### src/rtl/rtu_pkg.sv
// Shared parameters and slot payload for the PST physical-register allocator.
package rtu_pkg;

  localparam int unsigned PREG_NUM   = 64;
  localparam int unsigned PREG_IDX_W = $clog2(PREG_NUM);

  // One pre-allocation slot: a held physical register index.
  typedef struct packed {
    logic                  vld;
    logic [PREG_IDX_W-1:0] idx;
  } preg_slot_t;

endpackage

### src/rtl/rtu_pst_preg_pri_enc.sv
// Lowest-index-first priority encoder over the per-entry DEALLOC flags.
module rtu_pst_preg_pri_enc
  import rtu_pkg::*;
(
  input  logic [PREG_NUM-1:0]   req,
  output logic                  found,
  output logic [PREG_IDX_W-1:0] idx,
  output logic [PREG_NUM-1:0]   onehot
);

  // Scan from the top down so the lowest set bit wins the index.
  always_comb begin
    found  = |req;
    idx    = '0;
    onehot = req & (~req + PREG_NUM'(1));
    for (int i = PREG_NUM - 1; i >= 0; i--) begin
      if (req[i]) idx = PREG_IDX_W'(i);
    end
  end

endmodule

### src/rtl/rtu_pst_preg_alloc.sv
// Physical-register allocator: pre-allocates free pregs into a 2-deep
// ready buffer and grants them to IDU one per cycle.
module rtu_pst_preg_alloc
  import rtu_pkg::*;
(
  input  logic                  clk,
  input  logic                  rst_clk,
  input  logic [PREG_NUM-1:0]   x_preg_cur_stats_dealloc,
  input  logic                  rtu_global_flush,
  input  logic                  idu_rtu_pst_alloc_req,
  output logic                  rtu_idu_pst_alloc_gnt,
  output logic [PREG_IDX_W-1:0] rtu_idu_pst_alloc_preg,
  output logic                  rtu_idu_pst_alloc_rdy,
  output logic [PREG_NUM-1:0]   x_pre_alloc_vld,
  output logic [PREG_NUM-1:0]   x_alloc_vld,
  output logic [1:0]            rtu_pst_alloc_slot_cnt
);

  preg_slot_t slot0_q, slot1_q;
  preg_slot_t slot0_d, slot1_d;

  logic                  pick_found;
  logic [PREG_IDX_W-1:0] pick_idx;
  logic [PREG_NUM-1:0]   pick_onehot;
  logic                  gnt;
  logic                  refill;
  logic [1:0]            post_cnt;

  rtu_pst_preg_pri_enc u_pri_enc (
    .req    (x_preg_cur_stats_dealloc),
    .found  (pick_found),
    .idx    (pick_idx),
    .onehot (pick_onehot)
  );

  // Grant and refill decisions; refill looks at the post-dequeue occupancy.
  assign gnt      = idu_rtu_pst_alloc_req & slot0_q.vld & ~rtu_global_flush;
  assign post_cnt = rtu_pst_alloc_slot_cnt - 2'(gnt);
  assign refill   = ~post_cnt[1] & pick_found & ~rtu_global_flush & ~rst_clk;

  assign rtu_pst_alloc_slot_cnt = 2'(slot0_q.vld) + 2'(slot1_q.vld);
  assign rtu_idu_pst_alloc_gnt  = gnt;
  assign rtu_idu_pst_alloc_preg = slot0_q.idx;
  assign rtu_idu_pst_alloc_rdy  = slot0_q.vld;
  assign x_pre_alloc_vld        = pick_onehot & {PREG_NUM{refill}};
  assign x_alloc_vld            = (PREG_NUM'(1) << slot0_q.idx) & {PREG_NUM{gnt}};

  // Dequeue shifts slot1 forward, then the pick fills the first empty slot.
  always_comb begin
    slot0_d = slot0_q;
    slot1_d = slot1_q;
    if (gnt) begin
      slot0_d = slot1_q;
      slot1_d = '0;
    end
    if (refill) begin
      if (!slot0_d.vld) slot0_d = '{vld: 1'b1, idx: pick_idx};
      else              slot1_d = '{vld: 1'b1, idx: pick_idx};
    end
    if (rtu_global_flush) begin
      slot0_d = '0;
      slot1_d = '0;
    end
  end

  // Slot registers.
  always_ff @(posedge clk or posedge rst_clk) begin
    if (rst_clk) begin
      slot0_q <= '0;
      slot1_q <= '0;
    end else begin
      slot0_q <= slot0_d;
      slot1_q <= slot1_d;
    end
  end

endmodule
### config.mk
export PLATFORM = sky130hd
export DESIGN_NAME = rtu_pst_preg_alloc
export DESIGN_NICKNAME = d
export VERILOG_FILES = /design/src/rtl/rtu_pkg.sv /design/src/rtl/rtu_pst_preg_pri_enc.sv /design/src/rtl/rtu_pst_preg_alloc.sv
export SDC_FILE = /design/constraint.sdc
export NUM_CORES = 1
export LEC_CHECK = 0
export BUFFER_PORTS_ARGS = -buffer_cell sky130_fd_sc_hd__buf_4
export CAP_MARGIN = 20
export CORE_UTILIZATION = 48
export CTS_BUF_LIST = sky130_fd_sc_hd__clkbuf_8
export DETAILED_ROUTE_END_ITERATION = 6
export GPL_TIMING_DRIVEN = 0
export PLACE_DENSITY = 0.95
export SETUP_SLACK_MARGIN = 0.4
export SLEW_MARGIN = 20
export SYNTH_ARGS = -nofsm -noshare
export SYNTH_HDL_FRONTEND = slang
export SYNTH_HIERARCHICAL = 1
export SYNTH_SLANG_ARGS = --single-unit
### constraint.sdc
create_clock -name clk -period 5.7 [get_ports clk]
set_input_delay 0.57 -clock clk [delete_from_list [all_inputs] [get_ports clk]]
set_output_delay 0.57 -clock clk [all_outputs]
set_load 0.02 [all_outputs]
==> out/qor.yml <==
status: "completed"
synth-main-ff-cell: "dfrtp_1"
clkTransAtPathRegs_ns: 0.06
fin_nets: 763
yosys_warnings: 6
synthTopCellsByCount: "nor2_1 (103), and2_1 (73), nand2_1 (38)"
endpoint_kind: "output port"
async_reset_ff_frac: 1.000
worst_pin_slew_ns: 0.7917
syn_nets: 556
yosysTopAreaCellShare: 0.1436
io_pins: 206
worstPathCellList: "buf_4 > nor4_2 > nand4_1 > nor3_4 > and2_4 > nand2_1 > or4b_4 > mux2i_4 > clkbuf_2 > and2_1 > buf_4"
postCtsHoldBufs: 0
ff2ff_setup_slack_ns: 3.57
relSlewSlack: 0.4674
areaGrowthSynthToFinish_pct: 52.44
track_usage: 0.3269
cts_tree: "yes"
worstHoldPathType: "in2async"
initial_utilization: 0.4980
rr_worst_depth: 5
worst_r2r_endpoint: "slot1_q[2]$_DFF_PP0_"
dr.first_iter.drc_count: 254
die_area_mm2: 0.006956
numPlacedInstances: 766
antenna_found_initial: 0
cts-root-buf: "clkbuf_8"
dieWidth_um: 83.40
first_global_vias: 4249
synth_cell_types: 57
fill_cells: 503
period_share: 0.6573
drc: 0
postSynthAreaPerCell_um2: 6.531
synth_edf_count: 0
yosysSeqAreaShare: 0.1101
cp.arrival_ns: 3.18
die_h_um: 83.40
min_period_ns: 3.747
power_density_mw_per_mm2: 71.84
yosysTopAreaCell: "and2_1"
clk_path_buf_depth: 2
skew_ns: 0.004165
ir_worst_vdd_mv: 0.06115
start_kind: "input port"
cp_slowest_stage_delay_ns: 0.49
h-tree-depth: 1
critPathTopFamily: "simple AND/OR/NAND/NOR gates"
cts_resized: 0
vias: 4496
rsz0062_at_grt: "no"
p_leak_nw: 2.293
cp_max_fo: 10
num_rows: 29
ant_nets: 0
crit_buf_inv: 3
viasPerCell: 5.839
worstPathRequired_ns: 5.13
path_common_cell: "buf_4"
critical_path_class: "in2out"
r2r_start: "rtu_idu_pst_alloc_rdy$_DFF_PP0_"
cts.sinks: 14
routedWlPerCell_um: 15.66
synthTopCellsByArea: "and2_1 (14%), nor2_1 (12%), dfrtp_1 (11%)"
cp_slowest_cell: "nor4_2"
maxCapViolations: 0
synthCells: 487
drt_first_pass_iters: 6
grt_pass1_wl_um: 19160
slew_violations: 0
gp_congestion: 0.9814
port_buffers: 202
drt-total-wl_um: 12060
dp_hpwl_um: 9941
timing_hold_violations_final: 0
ys_ff_latch: 14
postCtsSetupRepairBufs: 0
clock_latency_ns: 0.25
grt-ovfl-total: 0
syn-cell-area_mm2: 0.003181
drive_above_1_share: 0.3535
n_antenna_cell: 0
tns_ns: 0
grt_max_degree: 15
instances_no_fill: 770
design.core.area_mm2: 0.006386
setup_viol: 0
cts-buffers-inserted: 3
fmax_mhz: 266.9
yosys.cell_count.top_type: "nor2_1"
[flip-flops by register name, indices dropped and copies added (netlist names)]
signal	count
rtu_idu_pst_alloc_rdy	1
slot1_q	7
rtu_idu_pst_alloc_preg	6
[cell usage in the layout (no fill, tap or decap), types with 3 or more instances in the layout]
master    instances
a21oi_1          22
and2_1           73
and3_1            5
and3_2            5
and4b_1           5
buf_4           204
clkbuf_1          8
clkbuf_2          6
clkbuf_8          4
dfrtp_1          14
inv_1            18
mux2i_1          12
nand2_1          38
nand2b_1         16
nand3_1          13
nand3b_1          7
nand4_1           3
nor2_1          103
nor2b_1           8
nor3_1           20
nor3b_1           9
nor4_1           19
nor4_2            4
nor4b_1          10
nor4b_2           4
o21ai_0          13
o311ai_0          3
o31ai_1          10
[worst max path at each step]
stage,startpoint,to,slack (ns),cells past startpoint
after CTS,x_preg_cur_stats_dealloc[3],x_pre_alloc_vld[5],1.99,11
after global routing,x_preg_cur_stats_dealloc[3],x_pre_alloc_vld[63],1.85,11
final,x_preg_cur_stats_dealloc[15],x_pre_alloc_vld[5],1.95,11
after detailed placement,x_preg_cur_stats_dealloc[3],x_pre_alloc_vld[5],1.99,11
after global placement,x_preg_cur_stats_dealloc[3],x_pre_alloc_vld[8],2.01,11
after floorplan,x_preg_cur_stats_dealloc[48],x_pre_alloc_vld[0],2.60,9
[cell type report]
cell class,count,area (µm²),share of cell area
clock buffers,4,55.05,0.01135
multi-input cells,437,2665,0.5497
repair buffers,202,1516,0.3128
flip-flops and latches,14,350.3,0.07226
well taps,77,96.34,0.01987
inverters,18,67.56,0.01394
plain buffers,18,97.59,0.02013
[cell families (layout without fill, tap and decap cells)]
family / Yosys count / after routing / share of synthesized area
buf+inv: 36 / 242 / 0.05192
flops: 14 / 14 / 0.1102
simple gates: 362 / 362 / 0.6703
xor+xnor: 1 / 1 / 0.002754
fa+ha+maj: 1 / 1 / 0.003933
mux: 13 / 13 / 0.04485
compound gates: 60 / 60 / 0.1161
[power breakdown]
group	leakage, nW	internal, mW	switching, mW	total, mW
Combinational	2.07	0.0619	0.0842	0.146
Sequential	0.194	0.101	0.00243	0.103
Clock	0.0288	0.0613	0.0378	0.0991
[metrics by stage]
stage	utilization	area (µm²)	hold WS, ns	power [mW]	setup slack (ns)
after CTS	0.7592	4848	0.3958	0.3466	1.991
final	0.7592	4848	0.3731	0.3483	1.953
after detailed placement	0.7506	4793	0.5299	0.2479	1.990
after floorplan	-	3181	0.4592	0.1682	2.598
after global placement	0.7506	4793	0.5142	0.2426	2.015
after global routing	0.7592	4848	0.4319	0.3643	1.846
[worst reg2reg max path, stage by stage (launching register included)]
cell and delay [ns]:
dfrtp_1 0.45, ha_1 0.34, and4bb_4 0.37, xnor2_1 0.15
nand4_1 0.42, mux2i_1 0.32
[routing by layer]
metal	global-route usage	wire [µm]	up-vias
met3	0.04672	968	47
met4	0.1740	534	0
li1	-	-	2143
met2	0.6177	6210	280
met5	0	0	-
met1	0.3466	4342	2026
No activity file was read; power rests on OpenSTA's default activity.
